## config.mk

```make
export PLATFORM = sky130hd
export DESIGN_NAME = cod_pri
export DESIGN_NICKNAME = d
export VERILOG_FILES = /design/src/rtl/cod_pri.sv
export SDC_FILE = /design/constraint.sdc
export NUM_CORES = 1
export LEC_CHECK = 0
export CORE_AREA = 5 5 42 44
export CTS_BUF_LIST = sky130_fd_sc_hd__clkbuf_16
export CTS_CLUSTER_DIAMETER = 200
export CTS_CLUSTER_SIZE = 30
export DETAILED_ROUTE_END_ITERATION = 8
export DIE_AREA = 0 0 47 49
export MAX_ROUTING_LAYER = met4
export SETUP_SLACK_MARGIN = 0.3
export SLEW_MARGIN = 30
export SYNTH_ARGS = -nofsm -noshare
export SYNTH_HDL_FRONTEND = slang
export SYNTH_SLANG_ARGS = --single-unit
```

## constraint.sdc

```tcl
create_clock -name clk -period 0.8 [get_ports clk]
set_input_delay 0.16 -clock clk [delete_from_list [all_inputs] [get_ports clk]]
set_output_delay 0.16 -clock clk [all_outputs]
set_load 0.005 [all_outputs]
```

## src/rtl/cod_pri.sv

```systemverilog
// Generic MSB-first priority encoder with enable: y/gs are combinational (zero latency),
// y_q/gs_q are the same result registered one clk later; no backpressure, accepts every cycle.
module cod_pri #(
    parameter int N = 4,
    parameter int W = $clog2(N)
) (
    input  logic         clk,
    input  logic         rst,
    input  logic [N-1:0] i,
    input  logic         en,
    output logic [W-1:0] y,
    output logic         gs,
    output logic [W-1:0] y_q,
    output logic         gs_q
);

    logic [W-1:0] w_y;
    logic         w_gs;
    logic [W-1:0] r_y_q;
    logic         r_gs_q;

    // Ascending scan: a higher set bit overwrites any lower one, so the MSB wins
    // and unknowns on lower bits never reach y once a higher bit is set.
    always_comb begin
        w_y  = '0;
        w_gs = en & (|i);
        if (en) begin
            for (int k = 0; k < N; k++) begin
                if (i[k]) begin
                    w_y = W'(k);
                end
            end
        end
    end

    always_ff @(posedge clk) begin
        if (rst) begin
            r_y_q  <= '0;
            r_gs_q <= 1'b0;
        end else begin
            r_y_q  <= w_y;
            r_gs_q <= w_gs;
        end
    end

    assign y    = w_y;
    assign gs   = w_gs;
    assign y_q  = r_y_q;
    assign gs_q = r_gs_q;

endmodule

```

==> impl_metrics.csv, run 1 <==
group,metric,value,unit
global_routing,grt_pass1_wl,676,um
die,die_y,49,um
critical_path,end_kind,"output pin",
critical_path,endpoint,"gs",
yosys,ys_types,7,
layout,post-route-util,31.0,%
yosys,netlist.area_leader.share,47.5,%
sta,fin_crit_sh,111,%
power,seqPwrFrac,15.2,%
flow_run,cap_violations,0,
global_routing,overflow,0,
layout,nNetsFinal,43,
yosys,syn_nets,20,
route,ant_nets,0,
global_routing,track_usage,4.47,%
clocking,tritoncts,"done",
clocking,cts_sinks,3,
sta,setup-tns-final,-114,ps
sta,rsz0062_at_grt,"true",
sta,slew_headroom,85.6,%
global_routing,grt_max_degree,5,
critical_path,critPathLaunchType,"primary input",
power,power.total,1.06,mW
layout,fin_cells,51,
route,vias,181,
clocking,cts.clk_slew.worst_paths,30,ps
yosys,syn_area,126,um^2
critical_path,path_class,"primary input to output pin",
min_path,hold_path.class,"primary input to flip-flop",
sta,fmax,1.12,GHz
run_status,status,"finished with violations",
min_path,min_path_cells,3,
critical_path,critical_path.startpoint,"i[1]",
layout,fillers,148,
yosys,seq_area_frac_synth,47.5,%
power,ir_drop,0.597,mV
layout,diodes,0,
yosys,synth_warnings,0,
power,power.density,2430,nW/um^2
clocking,cts_buffers,3,
sta,final-setup-viol-count,2,
sta,holdWs,215,ps
die,die_w,47,um
layout,final_cell_mix,"buf_2 (7), buf_6 (5), clkbuf_16 (3), dfxtp_1 (3)",
global_routing,grt_pass1_vias,206,
route,drc_errors,0,
run_status,failed_checks,"negative setup slack",
critical_path,required,640,ps
power,p_switching,0.170,mW
critical_path,worst_path_max_delay_cell,"nor4_4",
yosys,synth.area.top_cells,"dfxtp_1 (48%), nor2b_1 (15%), nor4_2 (9.9%)",
sta,min_period,891,ps
placement,place_congestion,0.740,
die,start_util,9.02,%
die,die_area,2300,um^2
layout,syn2layout_area_growth,244,%
power,p_leak,0.207,nW
critical_path,cp_cell_sequence,"buf_8 -> nor4_4 -> nor2b_1 -> buf_2",
critical_path,crit_fanout,2,
sta,worst_pin_slew,214,ps
power,internal_power,0.886,mW
clocking,cts_max_path_buffers,2,
placement,placed_cells,43,
layout,mostFrequentLayoutCell,"buf_2",
route,wl_per_cell,9.43,um
global_routing,antenna_found_initial,0,
die,fp-row-count,14,
sta,drv_slew,0,
yosys,yosys.area.top_type,"dfxtp_1",
die,ios,13,
power,switching_share,16.1,%
die,core-area,1400,um^2
power,pwr-share-clk,72.3,%
power,power_frac_comb,12.5,%
placement,port_buffers,12,
route,wirelength,481,um
critical_path,crit_arrival,730,ps
yosys,avgSynthCellArea,9.72,um^2
route,drt_iter0_drc,0,
yosys,ys_ff_latch,3,
clocking,cts_root_buf,"clkbuf_16",
yosys,synth_cells,13,
route,routed_via_density,3.55,
route,drtPass1Iterations,1,
critical_path,max_stage_delay,270,ps
layout,layout-drive-gt1-share,74.3,%
sta,fin_ws,-91.2,ps
sta,hold_viol_final,0,
clocking,htree_levels,1,
-- registers in the layout (all words and copies together) (netlist names) --
signal	cells
gs_q	1
y_q	2
-- worst min-delay path by stage --
stage / from / end / slack (ps)
detailed placement: rst / gs_q / 840
CTS: i[3] / y_q[1] / 210
global route: i[3] / y_q[1] / 240
global placement: rst / gs_q / 830
floorplan: i[3] / gs_q / 290
finish: i[3] / y_q[1] / 210
-- critical path: cells and delay by family --
family / cells / cell delay [ps]
and+or+nand+nor: 2 / 340
buffers and inverters: 2 / 230
-- power groups by stage --
| stage | logic, mW | registers, mW | clock network, mW |
|---|---|---|---|
| floorplan | 0.0320 | 0.164 | 0 |
| global placement | 0.120 | 0.162 | 0 |
| detailed placement | 0.122 | 0.163 | 0 |
| CTS | 0.118 | 0.161 | 0.775 |
| global route | 0.143 | 0.161 | 0.790 |
| finish | 0.133 | 0.160 | 0.764 |
-- logic make-up (layout without fill, tap and decap cells) --
kind of cell | after synthesis | after routing | share of synthesized area [%]
and+or+nand+nor | 8 | 8 | 38.6
AOI/OAI and AO/OA | 2 | 2 | 13.9
DFF | 3 | 3 | 47.5
buffers and inverters | 0 | 22 | 0
-- area by class of cell --
cell class,count,area (um^2),area share [%]
Sequential cell,3,60.1,13.8
Clock inverter,1,3.75,0.865
Clock buffer,3,75.1,17.3
Multi-Input combinational cell,10,119,27.4
Tap cell,16,20.0,4.61
Timing Repair Buffer,18,156,36.0
-- metal layers --
layer	share of wire, %	up-vias	track usage, %	routed length [um]
li1	-	87	-	-
met1	27	87	3.06	131
met2	59	7	7.47	285
met3	13	0	1.11	64
met4	0	0	5.53	0
met5	0	-	-	0
-- per-stage QoR --
step,instance area (um^2),setup WS (ps)
floorplan,156,142
global placement,312,-844
detailed placement,312,-853
CTS,409,-105
global route,434,-130
finish,434,-91.2
-- synthesized netlist by cell type (all sizes together) --
master,n
nor2,3
nor4,1
nand2b,1
o21ba,1
nor2b,3
o21a,1
dfxtp,3
-- what timing repair did --
item,4_1_cts,5_1_grt
endpoints found under the setup margin,9,9
pin swaps,2,4
setup buffers,4,0
gates resized for setup,50,10
hold buffers,0,0
cloned,0,0
(Power assumes the default switching activity.)
==> run 2: changes to the inputs <==
CTS_CLUSTER_SIZE = 8   (was 30)
SETUP_SLACK_MARGIN = 0.02   (was 0.3)
==> run 2 against run 1 <==
The flow still finishes with violations (negative setup slack). Count of clock-buffer cells in the layout did not move. First-iteration DRC count did not move. Utilization shrank 2.5 points. Non-clock buffer count fell by 1. Combinational power shrank 13%. Sequential share of layout area is 1.5 points higher. Clock power up 2%. Largest cell class unchanged. Critical path depth unchanged. Total power decreased by 0.33%. Die area unchanged. Via count fell by 9.9%.
==> impl_metrics.csv, run 2 (synthesis gave the netlist of run 1 again) <==
group,metric,value,unit
route,wirelength,426,um
critical_path,critical_path.startpoint,"i[1]",
power,internal_power,0.877,mW
power,p_switching,0.176,mW
die,die_area,2300,um^2
sta,slew_headroom,84.4,%
global_routing,track_usage,4.84,%
power,power_frac_comb,11.0,%
global_routing,overflow,0,
placement,port_buffers,12,
route,routed_via_density,3.26,
global_routing,grt_max_degree,5,
sta,fmax,1.10,GHz
layout,syn2layout_area_growth,216,%
power,pwr-share-clk,73.7,%
die,ios,13,
die,fp-row-count,14,
placement,dp_hpwl,290,um
critical_path,end_kind,"output pin",
clocking,cts_buffers,3,
clocking,cts.clk_slew.worst_paths,30,ps
run_status,status,"finished with violations",
die,start_util,9.02,%
clocking,htree_levels,1,
sta,hold_viol_final,0,
route,drt_iter0_drc,0,
critical_path,required,640,ps
layout,multi_input_area,106,um^2
route,drc_errors,0,
global_routing,grt_pass1_vias,175,
power,power.total,1.05,mW
placement,place_congestion,0.721,
power,ir_drop,0.488,mV
power,switching_share,16.7,%
clocking,cts_sinks,3,
layout,fillers,166,
critical_path,endpoint,"gs",
min_path,hold_path.class,"primary input to flip-flop",
route,drtPass1Iterations,1,
power,power.density,2640,nW/um^2
min_path,min_path_cells,2,
layout,largest_register_ffs,2,
critical_path,critPathLaunchType,"primary input",
sta,worst_pin_slew,232,ps
sta,fin_ws,-108,ps
critical_path,crit_fanout,2,
run_status,failed_checks,"negative setup slack",
sta,drv_slew,0,
layout,seq_area,61.3,um^2
power,p_leak,0.192,nW
global_routing,grt_pass1_wl,703,um
clocking,ctsHoldBuffers,0,
flow_run,cap_violations,0,
die,die_w,47,um
route,wl_per_cell,8.52,um
sta,final-setup-viol-count,2,
sta,rsz0062_at_grt,"true",
clocking,tritoncts,"done",
clocking,cts_root_buf,"clkbuf_16",
critical_path,crit_arrival,750,ps
global_routing,antenna_found_initial,0,
layout,final_cell_mix,"buf_2 (6), buf_4 (6), clkbuf_16 (3)",
layout,post-route-util,28.5,%
die,die_y,49,um
critical_path,path_class,"primary input to output pin",
route,ant_nets,0,
power,seqPwrFrac,15.3,%
clocking,cts_max_path_buffers,2,
layout,diodes,0,
sta,fin_crit_sh,114,%
die,core-area,1400,um^2
sta,setup-tns-final,-112,ps
layout,layout-drive-gt1-share,73.5,%
layout,nNetsFinal,42,
route,vias,163,
sta,min_period,908,ps
run 2: changes by cell type in the layout (fill, tap and decap cells not counted), sizes merged:
cell	change
buf	-1
clkdlybuf4s15	-1
clkdlybuf4s50	+1
run 2: worst max-delay path, cell delays in order:
cell and delay [ps]:
buf_6 100, nor4_4 290, nor2b_1 70, buf_2 130
run 2: layer usage:
layer  vias to the layer above  wire (um)  GRT usage [%]
li1                         85          -              -
met4                         0          4           5.53
met2                        11        156           4.98
met5                         -          0              -
met1                        65        186           4.62
met3                         2         78           4.43
run 2: what timing repair did:
action | 4_1_cts | 5_1_grt
resized for setup | 48 | 11
endpoints found under the setup margin | 9 | 9
buffers inserted | 3 | 1
pin swaps | 1 | 1
run 2: stage by stage:
stage | instance area (um^2) | hold slack, ps | setup WS [ps] | cells
5_1_grt | 399 | 201 | -136 | 50
6_report | 399 | 194 | -108 | 50
3_3_place_gp | 297 | 865 | -818 | 45
4_1_cts | 378 | 181 | -115 | 50
2_1_floorplan | 126 | 293 | 120 | 13
3_5_place_dp | 297 | 868 | -813 | 45
run 2: power by group through the flow:
stage	clock [mW]	combinational [mW]	sequential, mW
6_report	0.776	0.116	0.161
4_1_cts	0.792	0.104	0.160
3_3_place_gp	0	0.108	0.162
5_1_grt	0.813	0.128	0.162
3_5_place_dp	0	0.108	0.163
2_1_floorplan	0	0.0219	0.164
run 2: cell type report:
cell class	count	area share (%)
clock buffer	3	18.8
clock inverter	1	0.940
timing repair buffer	17	33.2
tap	16	5.02
sequential	3	15.4
multi-input combinational	10	26.6
run 2: worst min-delay path by stage:
stage	slack, ps	endpoint	start
2_1_floorplan	290	gs_q	i[3]
3_3_place_gp	870	gs_q	gs_q
3_5_place_dp	870	y_q[1]	y_q[1]
4_1_cts	180	y_q[0]	i[3]
5_1_grt	200	y_q[0]	i[3]
6_report	190	y_q[0]	i[3]
